<file path="src/rtl/time_keeper.sv">
// rtl/time_keeper.sv - HH:MM:SS BCD real-time clock core with time-set FSM and 12h/24h output
// Alarm ports and logic are present only when TIME_KEEPER_ALARM_EN is defined.
module time_keeper #(
  parameter int DIV_CONST = 50_000_000,
  parameter int DIV_WIDTH = 26,
  parameter int START_HR  = 23,
  parameter int START_MIN = 45,
  parameter int START_SEC = 11
) (
  input  logic        i_clk,
  input  logic        i_srst,
  input  logic        i_mode_12h,
  input  logic        i_set_btn,
  input  logic        i_inc_btn,
`ifdef TIME_KEEPER_ALARM_EN
  input  logic [7:0]  i_alarm_hr,
  input  logic [7:0]  i_alarm_min,
  input  logic        i_alarm_arm,
  output logic        o_alarm,
`endif
  output logic [23:0] o_time,
  output logic        o_pm,
  output logic        o_tick_1hz,
  output logic [1:0]  o_set_field
);

  typedef enum logic [1:0] {
    RUN     = 2'b00,
    SET_HR  = 2'b01,
    SET_MIN = 2'b10
  } state_e;

  localparam logic [DIV_WIDTH-1:0] DIV_LAST = DIV_WIDTH'(DIV_CONST - 1);
  localparam logic [3:0] START_H1 = 4'(START_HR / 10);
  localparam logic [3:0] START_H0 = 4'(START_HR % 10);
  localparam logic [3:0] START_M1 = 4'(START_MIN / 10);
  localparam logic [3:0] START_M0 = 4'(START_MIN % 10);
  localparam logic [3:0] START_S1 = 4'(START_SEC / 10);
  localparam logic [3:0] START_S0 = 4'(START_SEC % 10);

  state_e                 state_q;
  logic [DIV_WIDTH-1:0]   div_q;
  logic [3:0]             s0_q, s1_q, m0_q, m1_q, h0_q, h1_q;
  logic [3:0]             s0_d, s1_d, m0_d, m1_d, h0_d, h1_d;
  logic                   tick;
  logic [7:0]             hr_disp;
  logic                   pm;

  function automatic logic [7:0] hr_inc(input logic [3:0] h1, input logic [3:0] h0);
    if (h1 == 4'd2 && h0 == 4'd3) return 8'h00;
    else if (h0 == 4'd9)          return {h1 + 4'd1, 4'd0};
    else                          return {h1, h0 + 4'd1};
  endfunction

  // Minutes wrap 59 -> 00 on their own; the caller decides whether that carries into hours.
  function automatic logic [7:0] min_inc(input logic [3:0] m1, input logic [3:0] m0);
    if (m0 != 4'd9)      return {m1, m0 + 4'd1};
    else if (m1 == 4'd5) return 8'h00;
    else                 return {m1 + 4'd1, 4'd0};
  endfunction

  assign tick = (state_q == RUN) && (div_q == DIV_LAST);

  // Full one-second advance with the whole carry chain resolved in one cycle.
  always_comb begin
    s0_d = s0_q;
    s1_d = s1_q;
    m0_d = m0_q;
    m1_d = m1_q;
    h0_d = h0_q;
    h1_d = h1_q;
    if (s0_q != 4'd9) begin
      s0_d = s0_q + 4'd1;
    end else begin
      s0_d = 4'd0;
      if (s1_q != 4'd5) begin
        s1_d = s1_q + 4'd1;
      end else begin
        s1_d = 4'd0;
        {m1_d, m0_d} = min_inc(m1_q, m0_q);
        if (m1_q == 4'd5 && m0_q == 4'd9) {h1_d, h0_d} = hr_inc(h1_q, h0_q);
      end
    end
  end

  always_ff @(posedge i_clk) begin
    if (i_srst) begin
      state_q <= RUN;
      div_q   <= '0;
      h1_q    <= START_H1;
      h0_q    <= START_H0;
      m1_q    <= START_M1;
      m0_q    <= START_M0;
      s1_q    <= START_S1;
      s0_q    <= START_S0;
    end else begin
      case (state_q)
        RUN: begin
          if (i_set_btn) begin
            state_q <= SET_HR;
            div_q   <= '0;
            s1_q    <= 4'd0;
            s0_q    <= 4'd0;
          end else if (tick) begin
            div_q <= '0;
            h1_q  <= h1_d;
            h0_q  <= h0_d;
            m1_q  <= m1_d;
            m0_q  <= m0_d;
            s1_q  <= s1_d;
            s0_q  <= s0_d;
          end else begin
            div_q <= div_q + DIV_WIDTH'(1);
          end
        end
        SET_HR: begin
          if (i_set_btn)      state_q <= SET_MIN;
          else if (i_inc_btn) {h1_q, h0_q} <= hr_inc(h1_q, h0_q);
        end
        SET_MIN: begin
          if (i_set_btn) begin
            state_q <= RUN;
            div_q   <= '0;
          end else if (i_inc_btn) begin
            {m1_q, m0_q} <= min_inc(m1_q, m0_q);
          end
        end
        default: begin
          state_q <= RUN;
          div_q   <= '0;
        end
      endcase
    end
  end

`ifdef TIME_KEEPER_ALARM_EN
  logic alarm_q;

  // Fires only on a tick that lands exactly on HH:MM:00; any button acknowledges it.
  always_ff @(posedge i_clk) begin
    if (i_srst) begin
      alarm_q <= 1'b0;
    end else if (!i_alarm_arm || i_set_btn || i_inc_btn) begin
      alarm_q <= 1'b0;
    end else if (tick && {h1_d, h0_d} == i_alarm_hr && {m1_d, m0_d} == i_alarm_min &&
                 s1_d == 4'd0 && s0_d == 4'd0) begin
      alarm_q <= 1'b1;
    end
  end

  assign o_alarm = alarm_q;
`endif

  // 12h view: 00 -> 12 AM, 13..23 -> 01..11 PM, done digit-wise on the BCD hour.
  always_comb begin
    hr_disp = {h1_q, h0_q};
    pm      = 1'b0;
    if (i_mode_12h) begin
      pm = (h1_q == 4'd2) || (h1_q == 4'd1 && h0_q >= 4'd2);
      if (h1_q == 4'd0 && h0_q == 4'd0)      hr_disp = 8'h12;
      else if (h1_q == 4'd1 && h0_q >= 4'd3) hr_disp = {4'd0, h0_q - 4'd2};
      else if (h1_q == 4'd2 && h0_q <= 4'd1) hr_disp = {4'd0, h0_q + 4'd8};
      else if (h1_q == 4'd2)                 hr_disp = {4'd1, h0_q - 4'd2};
    end
  end

  assign o_time      = {hr_disp, m1_q, m0_q, s1_q, s0_q};
  assign o_pm        = pm;
  assign o_tick_1hz  = tick;
  assign o_set_field = state_q;

endmodule

</file>
<file path="config.mk">
export PLATFORM = sky130hd
export DESIGN_NAME = time_keeper
export DESIGN_NICKNAME = d
export VERILOG_FILES = /design/src/rtl/time_keeper.sv
export SDC_FILE = /design/constraint.sdc
export NUM_CORES = 1
export LEC_CHECK = 0
export ABC_AREA = 1
export BUFFER_PORTS_ARGS = -buffer_cell sky130_fd_sc_hd__clkbuf_2
export CAP_MARGIN = 10
export CORE_MARGIN = 2
export CORE_UTILIZATION = 50
export DETAILED_ROUTE_END_ITERATION = 8
export HOLD_SLACK_MARGIN = 0.05
export PLACE_DENSITY = 0.77
export SLEW_MARGIN = 20
export SYNTH_ARGS = -nofsm -noshare
export SYNTH_HDL_FRONTEND = slang
export SYNTH_SLANG_ARGS = --single-unit
</file>
<file path="constraint.sdc">
create_clock -name i_clk -period 1.6 [get_ports i_clk]
set_input_delay 0.24 -clock i_clk [delete_from_list [all_inputs] [get_ports i_clk]]
set_output_delay 0.24 -clock i_clk [all_outputs]
set_load 0.02 [all_outputs]
</file>
==> out/metrics.cfg, run 1 <==
[placement]
dpl_cell_area_um2=4133
portBuffers=32
dpl.cell_count=686
dp_hpwl_mm=6.784
gp_congestion=0.9482

[finish]
nNetsFinal=659
design_area_um2=5209
final_cell_mix=nand2_1, buf_4, inv_1
diodes=0
final_cell_count_no_fill=721
syn_to_final_growth_pct=54.93
layout_commonest_cell=nand2_1
drive_gt1_share_pct=46.12
fillerInstances=370

[cts]
cts_root_buf=clkbuf_8
clk_path_buf_depth=2
postCtsHoldBufs=0
cts-buffers-inserted=5
cts_tree=done
clkSinkCount=52
clk_pin_slew_worst_paths_ps=110
clock_latency_ps=330
htree_num_levels=2

[worst_setup_path]
crit_path_end_kind=output port
criticalPathCategory=reg -> out
r2r_slack_ps=-240
required_ps=1360
crit_arrival_ps=1800
cp_max_fo=3
cp-start-kind=flop

[global_routing]
grt_pass1_wl_mm=17.23
antenna_found_initial=0
grt_pass1_vias=4006
grt_usage_pct=28.64
grt_max_degree=30
grt_overflow=0

[yosys]
ys_warn_count=0
synth.distinct_cells=39
synthCells=520
synth_edf_count=0
ys_async_sr_fraction_pct=0
synthesis.nets=536
ys.flop_type=dfxtp_1
synth_seq_area_share_pct=30.96
syn_area_um2=3362
ys_seq_elements=52
synth_area_per_cell_um2=6.465

[floorplan]
dieArea_um2=7396
dieHeight_um=86
die-width_um=86
pin_count=33
row_count=29
core_area_um2=6422
start_util_pct=52.35

[run_status]
status=complete, but fails checks
violations=setup timing

[min_path]
hold_class=in -> reg

[detailed_routing]
drtIter0Drc=306
drt-total-wl_mm=12.78
wl_per_cell_um=17.72
drtPass1Iterations=5
avgViaCountPerCell=5.926
drtAntennaViolNets=0
drc=0
vias=4273

[sta]
tightest_slew_ps=438.5
finClkSkew_ps=11.68
max-slew-margin-rel_pct=70.77
min_period_ps=2043
setup_slack_ps=-443.3
finalCritPeriodShare_pct=127.7
hold_viol=0
setup_viol=57
rsz0062_at_grt=yes
fin_setup_tns_ps=-8068
fmax_mhz=489.4
drv_slew=0

[power]
total_power_mw=2.832
combinationalPowerShare_pct=19.6
clkPwrFrac_pct=33.5
switching_share_pct=29.47
power_frac_seq_pct=46.9
ir_drop_uv=447.5
p_int_mw=1.998
switching_power_mw=0.8345
power_density_nw_per_um2=543.7
p_leak_nw=2.296

[job]
max-cap-violations=0

==> critical path: stages (launching register included) <==
cell and delay [ps]:
dfxtp_4 380, inv_4 60, ha_4 130, inv_4 40, nor2_4 110, inv_2 60
nand2_2 100, nand2_2 80, xor2_2 150, a21o_1 160, nand2_2 80, buf_8 110
==> path summary, 6_finish.rpt <==
kind	start	to	cells past startpoint
max	h1_q[0]$_SDFFE_PP0P_	o_time[19]	11
min	i_srst	m1_q[2]$_SDFFE_PP1P_	3
min reg2reg	m0_q[2]$_SDFFE_PP1P_	m0_q[2]$_SDFFE_PP1P_	2
max reg2reg	m0_q[1]$_SDFFE_PP0P_	h1_q[0]$_SDFFE_PP0P_	11
==> metal layers <==
metal  vias up  track usage [%]  routed length (um)
met5         -                0                   0
met4         0            13.85                 757
met3        80            4.620                 990
met2       267            51.30                6337
met1      1984            32.88                4691
li1       1942                -                   -
==> synthesized netlist by cell type (2+ instances only) <==
master	instances	area, um2
nor2_1	60	225.2
a22oi_1	2	15.01
inv_1	61	229.0
nor4_1	4	25.02
clkbuf_1	7	26.28
nand3b_1	2	15.01
nand2_2	4	25.02
a21oi_1	43	215.2
xnor2_1	3	26.28
inv_2	6	22.52
xor2_1	5	43.79
ha_1	11	137.6
nand3_2	2	20.02
o21ai_0	23	115.1
o21a_1	3	22.52
nand2_1	122	457.9
buf_2	5	25.02
or2_2	3	18.77
o211ai_1	3	22.52
dfxtp_1	52	1041
nor2_4	5	56.30
nand2_4	4	45.04
nor3_4	2	32.53
o21ai_1	7	35.03
nor3_1	11	55.05
nand3_1	44	220.2
nor2_2	4	25.02
nand4_1	11	68.82
==> per-stage QoR <==
stage | util (%) | hold slack [ps] | setup slack (ps)
2_1_floorplan | - | 441.0 | -56.00
3_3_place_gp | 64.35 | 488.0 | -91.45
3_5_place_dp | 64.35 | 491.8 | -162.9
4_1_cts | 71.99 | 278.5 | -383.1
5_1_grt | 81.10 | 320.6 | -479.7
6_report | 81.10 | 299.1 | -443.3
==> repair_timing <==
action / in CTS / in global routing
cloned: 2 / 2
endpoints found under the hold margin: 0 / 0
setup buffers: 11 / 13
gates resized for setup: 85 / 125
pin swaps: 31 / 48
setup endpoints to repair: 34 / 57
==> sequential cells by signal, summed over array words and instances, names as in the netlist <==
register and count:
div_q 26, h0_q 4, h1_q 4, m0_q 4, m1_q 4, s0_q 4, s1_q 4, o_set_field 2
==> power groups by stage <==
stage	Combinational (mW)	Sequential, mW	Clock [mW]
CTS	0.408	1.33	0.946
global route	0.588	1.33	0.995
detailed placement	0.341	1.36	0
global placement	0.330	1.36	0
floorplan	0.184	1.38	0
finish	0.556	1.33	0.949
==> kinds of logic after synthesis <==
| group | count (synthesis) | share of synthesized area (%) |
|---|---|---|
| buffers and inverters | 81 | 9.229 |
| adders and majority gates | 11 | 4.094 |
| and+or+nand+nor | 280 | 39.15 |
| AOI/OAI and AO/OA | 88 | 14.48 |
| DFF | 52 | 30.96 |
| xor gates and xnor gates | 8 | 2.084 |
==> final cells by class <==
type                            instances  area, um2  share of cell area, %
Clock buffer                            5      68.82                  1.321
Sequential cell                        52       1059                  20.32
Multi-Input combinational cell        388       2628                  50.44
Timing Repair Buffer                  125       1003                  19.26
Clock inverter                          3      42.54                 0.8167
Timing Repair inverter                  3      33.78                 0.6486
Inverter                               68      277.8                  5.333
Tap cell                               77      96.34                  1.850
(Power assumes the default switching activity.)
==> run 2: changes to the inputs <==
--- a/config.mk
+++ b/config.mk
@@ -12,7 +12,8 @@
 export CORE_UTILIZATION = 50
 export DETAILED_ROUTE_END_ITERATION = 8
 export HOLD_SLACK_MARGIN = 0.05
-export PLACE_DENSITY = 0.77
+export PLACE_DENSITY = 0.81
+export SKIP_CTS_REPAIR_TIMING = 1
 export SLEW_MARGIN = 20
 export SYNTH_ARGS = -nofsm -noshare
 export SYNTH_HDL_FRONTEND = slang
==> run 2 against run 1 <==
Net effect: sequential power about the same; the run still ends with setup timing left; total power down 9.0%; core utilization down 6.8 points; highest routed layer unchanged; routed wire length down 16%; cell area down 8.4%; sequential share of layout area up 2.2 points; non-clock buffer count down 14; global-route usage down 4.3 points; clock-buffer cell count unchanged.
==> out/metrics.cfg, run 2 (synthesized netlist as in run 1, its figures left out) <==
[run_status]
status=complete, but fails checks
violations=setup timing

[placement]
gp_congestion=0.9152  ; -3.5%
dpl_cell_area_um2=4095  ; -0.91%
dp_hpwl_mm=6.604  ; -2.6%
portBuffers=32  ; unchanged

[cts]
cts_root_buf=clkbuf_8
clock_latency_ps=330  ; about the same
clk_pin_slew_worst_paths_ps=110  ; about the same
cts_tree=done
cts-buffers-inserted=5  ; unchanged
clk_path_buf_depth=2  ; unchanged
clkSinkCount=52  ; unchanged
htree_num_levels=2  ; unchanged

[finish]
drive_gt1_share_pct=39.94  ; -6.2 points
multi_input_area_um2=2407  ; -8.4%
final_cell_mix=nand2_1, buf_4, inv_1
regMostFlops=div_q
seq_area_um2=1076  ; +1.7%
fillerInstances=431  ; +16%
nNetsFinal=641  ; -2.7%
diodes=0  ; unchanged
layout_commonest_cell=nand2_1
design_area_um2=4773  ; -8.4%
syn_to_final_growth_pct=41.98
largest_register_ffs=26  ; unchanged

[min_path]
hold_depth=4  ; +1
hold_class=in -> reg

[worst_setup_path]
cp-start-kind=flop
critPathTopFamily=flip-flops
criticalPathCategory=reg -> out
critPathBufInv=3  ; -1
crit_cells=11  ; unchanged
cp_max_fo=3  ; unchanged
crit_path_end_kind=output port
crit_path_top_delay_cell=dfxtp_4
cpPeakStageDelay_ps=380  ; about the same
crit_arrival_ps=1790  ; about the same
cp_cell_sequence=inv_4 > ha_4 > inv_2 > nor2_4 > o21ai_2 > nand2_4 > nand2_2 > xor2_1 > a21o_1 > nand2_2 > buf_6
required_ps=1360  ; about the same
r2r_cells=12  ; +1
cp_common_cell=nand2_2

[floorplan]
dieArea_um2=7396  ; unchanged
row_count=29  ; unchanged
core_area_um2=6422  ; unchanged
pin_count=33  ; unchanged
dieHeight_um=86  ; unchanged
die-width_um=86  ; unchanged
start_util_pct=52.35  ; unchanged

[sta]
holdWs_ps=335.7  ; +36.53 ps
min_period_ps=2032  ; -10.96 ps
finalCritPeriodShare_pct=127.0  ; -0.68 points
drv_slew=0  ; unchanged
setup_slack_ps=-432.3  ; +10.96 ps
hold_viol=0  ; unchanged
finClkSkew_ps=13.59  ; +1.913 ps
tightest_slew_ps=388.2  ; -50.30 ps
max-slew-margin-rel_pct=74.09  ; +3.3 points
fmax_mhz=492.0  ; +0.54%
rsz0062_at_grt=yes
setup_viol=31  ; -46%

[power]
power_density_nw_per_um2=539.7  ; -0.73%
p_leak_nw=2.134  ; -7.1%
ir_drop_uv=359.6  ; -20%

[detailed_routing]
drtAntennaViolNets=0  ; unchanged
vias=4037  ; -5.5%
avgViaCountPerCell=5.743  ; -3.1%
drt-total-wl_mm=10.78  ; -16%
drtIter0Drc=237  ; -23%
drc=0  ; unchanged
wl_per_cell_um=15.34  ; -13%
drtPass1Iterations=5  ; unchanged

[global_routing]
grt_max_degree=30  ; unchanged
grt_usage_pct=24.33  ; -4.3 points
antenna_found_initial=0  ; unchanged
grt_overflow=0  ; unchanged
grt_pass1_vias=3444  ; -14%
grt_pass1_wl_mm=14.80  ; -14%

[job]
max-cap-violations=0  ; unchanged

[run 2: cell types whose count changed in the layout (fill, tap and decap cells not counted), moves of 8 or more]
cell,previous run,this run
a21oi_2,21,10
nand3_1,24,35
o21ai_2,16,5
dfxtp_1,42,32
a21oi_1,20,33
nand3_2,17,7
dfxtp_2,8,16
[run 2: cell type report]
cell class	count	area share, %
multi-input cells	387	50.43
well taps	77	2.018
clock buffers	5	1.442
inverters	68	5.688
flip-flops and latches	52	22.54
repair buffers	111	17.40
clock inverters	3	0.4718
[run 2: worst register-to-register path: cells and delay by family, from the launching register on]
kind / cells / cell delay (ps)
buf+inv: 3 / 340
compound gates: 1 / 180
flops: 1 / 340
simple gates: 7 / 750
fa+ha+maj: 1 / 130
[run 2: layer usage]
metal / wire length, um / GRT usage, % / up-vias
li1: - / - / 1907
met1: 4239 / 29.67 / 1883
met2: 5473 / 43.83 / 200
met3: 736 / 3.657 / 47
met4: 334 / 7.359 / 0
met5: 0 / 0 / -
[run 2: metrics by stage]
stage | total power, mW | setup WS (ps) | cells | util [%] | TNS, ps
floorplan | 1.564 | -56.00 | 520 | - | -56.00
global placement | 1.675 | -88.16 | 681 | 63.76 | -261.3
detailed placement | 1.685 | -164.9 | 681 | 63.76 | -1383
CTS | 2.472 | -533.9 | 689 | 65.19 | -4303
global route | 2.655 | -490.1 | 703 | 74.32 | -6719
finish | 2.576 | -432.3 | 703 | 74.32 | -3873
[run 2: power by group]
part | internal, mW | switching, mW | total [mW]
sequential | 1.31 | 0.0197 | 1.33
combinational | 0.166 | 0.266 | 0.432
clock | 0.315 | 0.502 | 0.817
[run 2: worst paths after layout]
path | start | endpoint | slack, ps
setup / recovery | h1_q[1]$_SDFFE_PP1P_ | o_time[19] | -430
setup reg to reg | s0_q[1]$_SDFFE_PP0P_ | m1_q[3]$_SDFFE_PP0P_ | -200
hold / removal | i_set_btn | o_set_field[0]$_SDFFE_PP0P_ | 340
hold reg to reg | div_q[3]$_SDFFE_PP0P_ | div_q[3]$_SDFFE_PP0P_ | 500
==> run 3: changes to the inputs <==
--- a/config.mk
+++ b/config.mk
@@ -12,9 +12,9 @@
 export CORE_UTILIZATION = 50
 export DETAILED_ROUTE_END_ITERATION = 8
 export HOLD_SLACK_MARGIN = 0.05
-export PLACE_DENSITY = 0.81
+export PLACE_DENSITY = 0.78
 export SKIP_CTS_REPAIR_TIMING = 1
-export SLEW_MARGIN = 20
+export SLEW_MARGIN = 0
 export SYNTH_ARGS = -nofsm -noshare
 export SYNTH_HDL_FRONTEND = slang
 export SYNTH_SLANG_ARGS = --single-unit
==> constraint.sdc (replaced) <==
create_clock -name i_clk -period 2.27 [get_ports i_clk]
set_input_delay 0.3405 -clock i_clk [delete_from_list [all_inputs] [get_ports i_clk]]
set_output_delay 0.3405 -clock i_clk [all_outputs]
set_load 0.02 [all_outputs]
==> run 3 against run 2 <==
Net effect: the flow now finishes without violations; sequential power fell by 29%; total power down 35%; via count down 17%; core utilization decreased by 16 points; sequential share of layout area rose by 5.7 points; clock-buffer cell count increased by 1; cell area fell by 22%; clock power is 32% lower; final cell count down 11%; global-route usage decreased by 3.0 points.
==> out/metrics.cfg, run 3 (synthesized netlist as in run 1, its figures left out) <==
[run_status]
status=finished, final reports clean

[global_routing]
grt_max_degree=30  ; unchanged
grt_pass1_vias=2995  ; -13%
grt_pass1_wl_mm=13.16  ; -11%
grt_usage_pct=21.37  ; -3.0 points
grt_overflow=0  ; unchanged
antenna_found_initial=0  ; unchanged

[floorplan]
dieArea_um2=7396  ; unchanged
start_util_pct=52.35  ; unchanged
pin_count=33  ; unchanged
core_area_um2=6422  ; unchanged
dieHeight_um=86  ; unchanged
die-width_um=86  ; unchanged
row_count=29  ; unchanged

[worst_setup_path]
cp-start-kind=flop
criticalPathCategory=reg -> out
crit_path_end_kind=output port
cp_max_fo=5  ; +2
required_ps=1930  ; +570 ps
crit_arrival_ps=1820  ; +30 ps

[sta]
finalCritPeriodShare_pct=95.39
drv_slew=0  ; unchanged
max-slew-margin-rel_pct=66.95  ; -7.1 points
fin_setup_tns_ps=0  ; +3873 ps
tightest_slew_ps=495.1  ; +106.9 ps
setup_viol=0  ; -100%
hold_viol=0  ; unchanged
fmax_mhz=461.8
finClkSkew_ps=6.615  ; -6.975 ps
min_period_ps=2165

[detailed_routing]
drtPass1Iterations=5  ; unchanged
drt-total-wl_mm=7.533  ; -30%
wl_per_cell_um=11.98  ; -22%
drc=0  ; unchanged
drtAntennaViolNets=0  ; unchanged
vias=3347  ; -17%
drtIter0Drc=170  ; -28%
avgViaCountPerCell=5.321  ; -7.3%

[cts]
clkSinkCount=52  ; unchanged
clk_pin_slew_worst_paths_ps=100  ; about the same
htree_num_levels=2  ; unchanged
clock_latency_ps=320  ; about the same
cts_tree=done
cts_root_buf=clkbuf_8
cts-buffers-inserted=5  ; unchanged
clk_path_buf_depth=2  ; unchanged

[power]
p_leak_nw=1.662  ; -22%
switching_power_mw=0.4836  ; -39%
power_density_nw_per_um2=452.1  ; -16%
switching_share_pct=28.74  ; -1.8 points
p_int_mw=1.199  ; -33%
clkPwrFrac_pct=32.9  ; +1.2 points
ir_drop_uv=306.4  ; -15%
combinationalPowerShare_pct=11.3  ; -5.5 points
power_frac_seq_pct=55.8  ; +4.3 points

[placement]
gp_congestion=0.8755  ; -4.3%
dpl.cell_count=620  ; -9.0%
portBuffers=32  ; unchanged
dp_hpwl_mm=5.564  ; -16%

[finish]
largest_register_ffs=26  ; unchanged
syn_to_final_growth_pct=10.68
drive_gt1_share_pct=15.94  ; -24 points
regMostFlops=div_q
layout_commonest_cell=nand2_1
nNetsFinal=567  ; -12%
final_cell_mix=nand2_1, inv_1, nor2_1
diodes=0  ; unchanged
final_cell_count_no_fill=629  ; -11%

[job]
max-cap-violations=0  ; unchanged

[min_path]
hold_class=in -> reg

run 3: cell count changes in the layout (fill, tap and decap cells not counted), moves of 14 or more:
cell	previous run	this run
dfxtp_2	16	1
nand2_1	103	120
nor2_1	44	58
buf_4	70	6
buf_6	16	0
dfxtp_1	32	49
run 3: metal layers:
| layer | up-vias | wire length [um] | global-route usage [%] |
|---|---|---|---|
| li1 | 1754 | - | - |
| met1 | 1503 | 3506 | 28.62 |
| met4 | 0 | 55 | 5.628 |
| met5 | - | 0 | 0 |
| met2 | 84 | 3563 | 35.52 |
| met3 | 6 | 408 | 3.657 |
run 3: area by class of cell:
type                       count  area (um2)
clock buffer                   6       72.57
sequential                    52        1050
timing repair buffer          37       200.2
clock inverter                 2       16.27
fill                         630        2701
tap                           77       96.34
inverter                      68       255.2
multi-input combinational    387        2031
run 3: critical path, cell delays in order (launching register included):
cell and delay (ps):
dfxtp_4 370, inv_1 100, ha_1 150, inv_1 50, nor2_2 110, o21ai_2 90, nand2_2 90, nand2_1 60
xor2_1 140, a21o_1 160, nand2_1 50, buf_4 130
run 3: worst paths after layout:
check                                              endpoint  depth (start not counted)              startpoint  slack, ps
worst min-delay path            o_set_field[1]$_SDFFE_PP0P_                          3               i_set_btn        380
worst max-delay path                             o_time[19]                         11    h1_q[1]$_SDFFE_PP1P_        100
worst max register to register       div_q[11]$_SDFFE_PP0P_                         10   div_q[0]$_SDFFE_PP0P_        420
worst min register to register       div_q[25]$_SDFFE_PP0P_                          2  div_q[25]$_SDFFE_PP0P_        490
run 3: power groups by stage:
stage	sequential, mW	clock (mW)	combinational [mW]
after global placement	0.961	0	0.186
after floorplan	0.970	0	0.127
after detailed placement	0.962	0	0.189
final	0.939	0.554	0.190
after CTS	0.941	0.573	0.190
after global routing	0.941	0.608	0.212
run 3: through the flow:
step / cell area, um2 / power (mW) / util [%] / hold slack, ps / setup slack, ps
floorplan: 3362 / 1.097 / - / 447.5 / 300.9
global placement: 3593 / 1.148 / 55.95 / 464.0 / 348.6
detailed placement: 3593 / 1.151 / 55.95 / 479.2 / 287.7
CTS: 3682 / 1.704 / 57.33 / 362.3 / -85.68
global route: 3721 / 1.761 / 57.94 / 391.7 / -18.81
finish: 3721 / 1.682 / 57.94 / 375.9 / 104.6
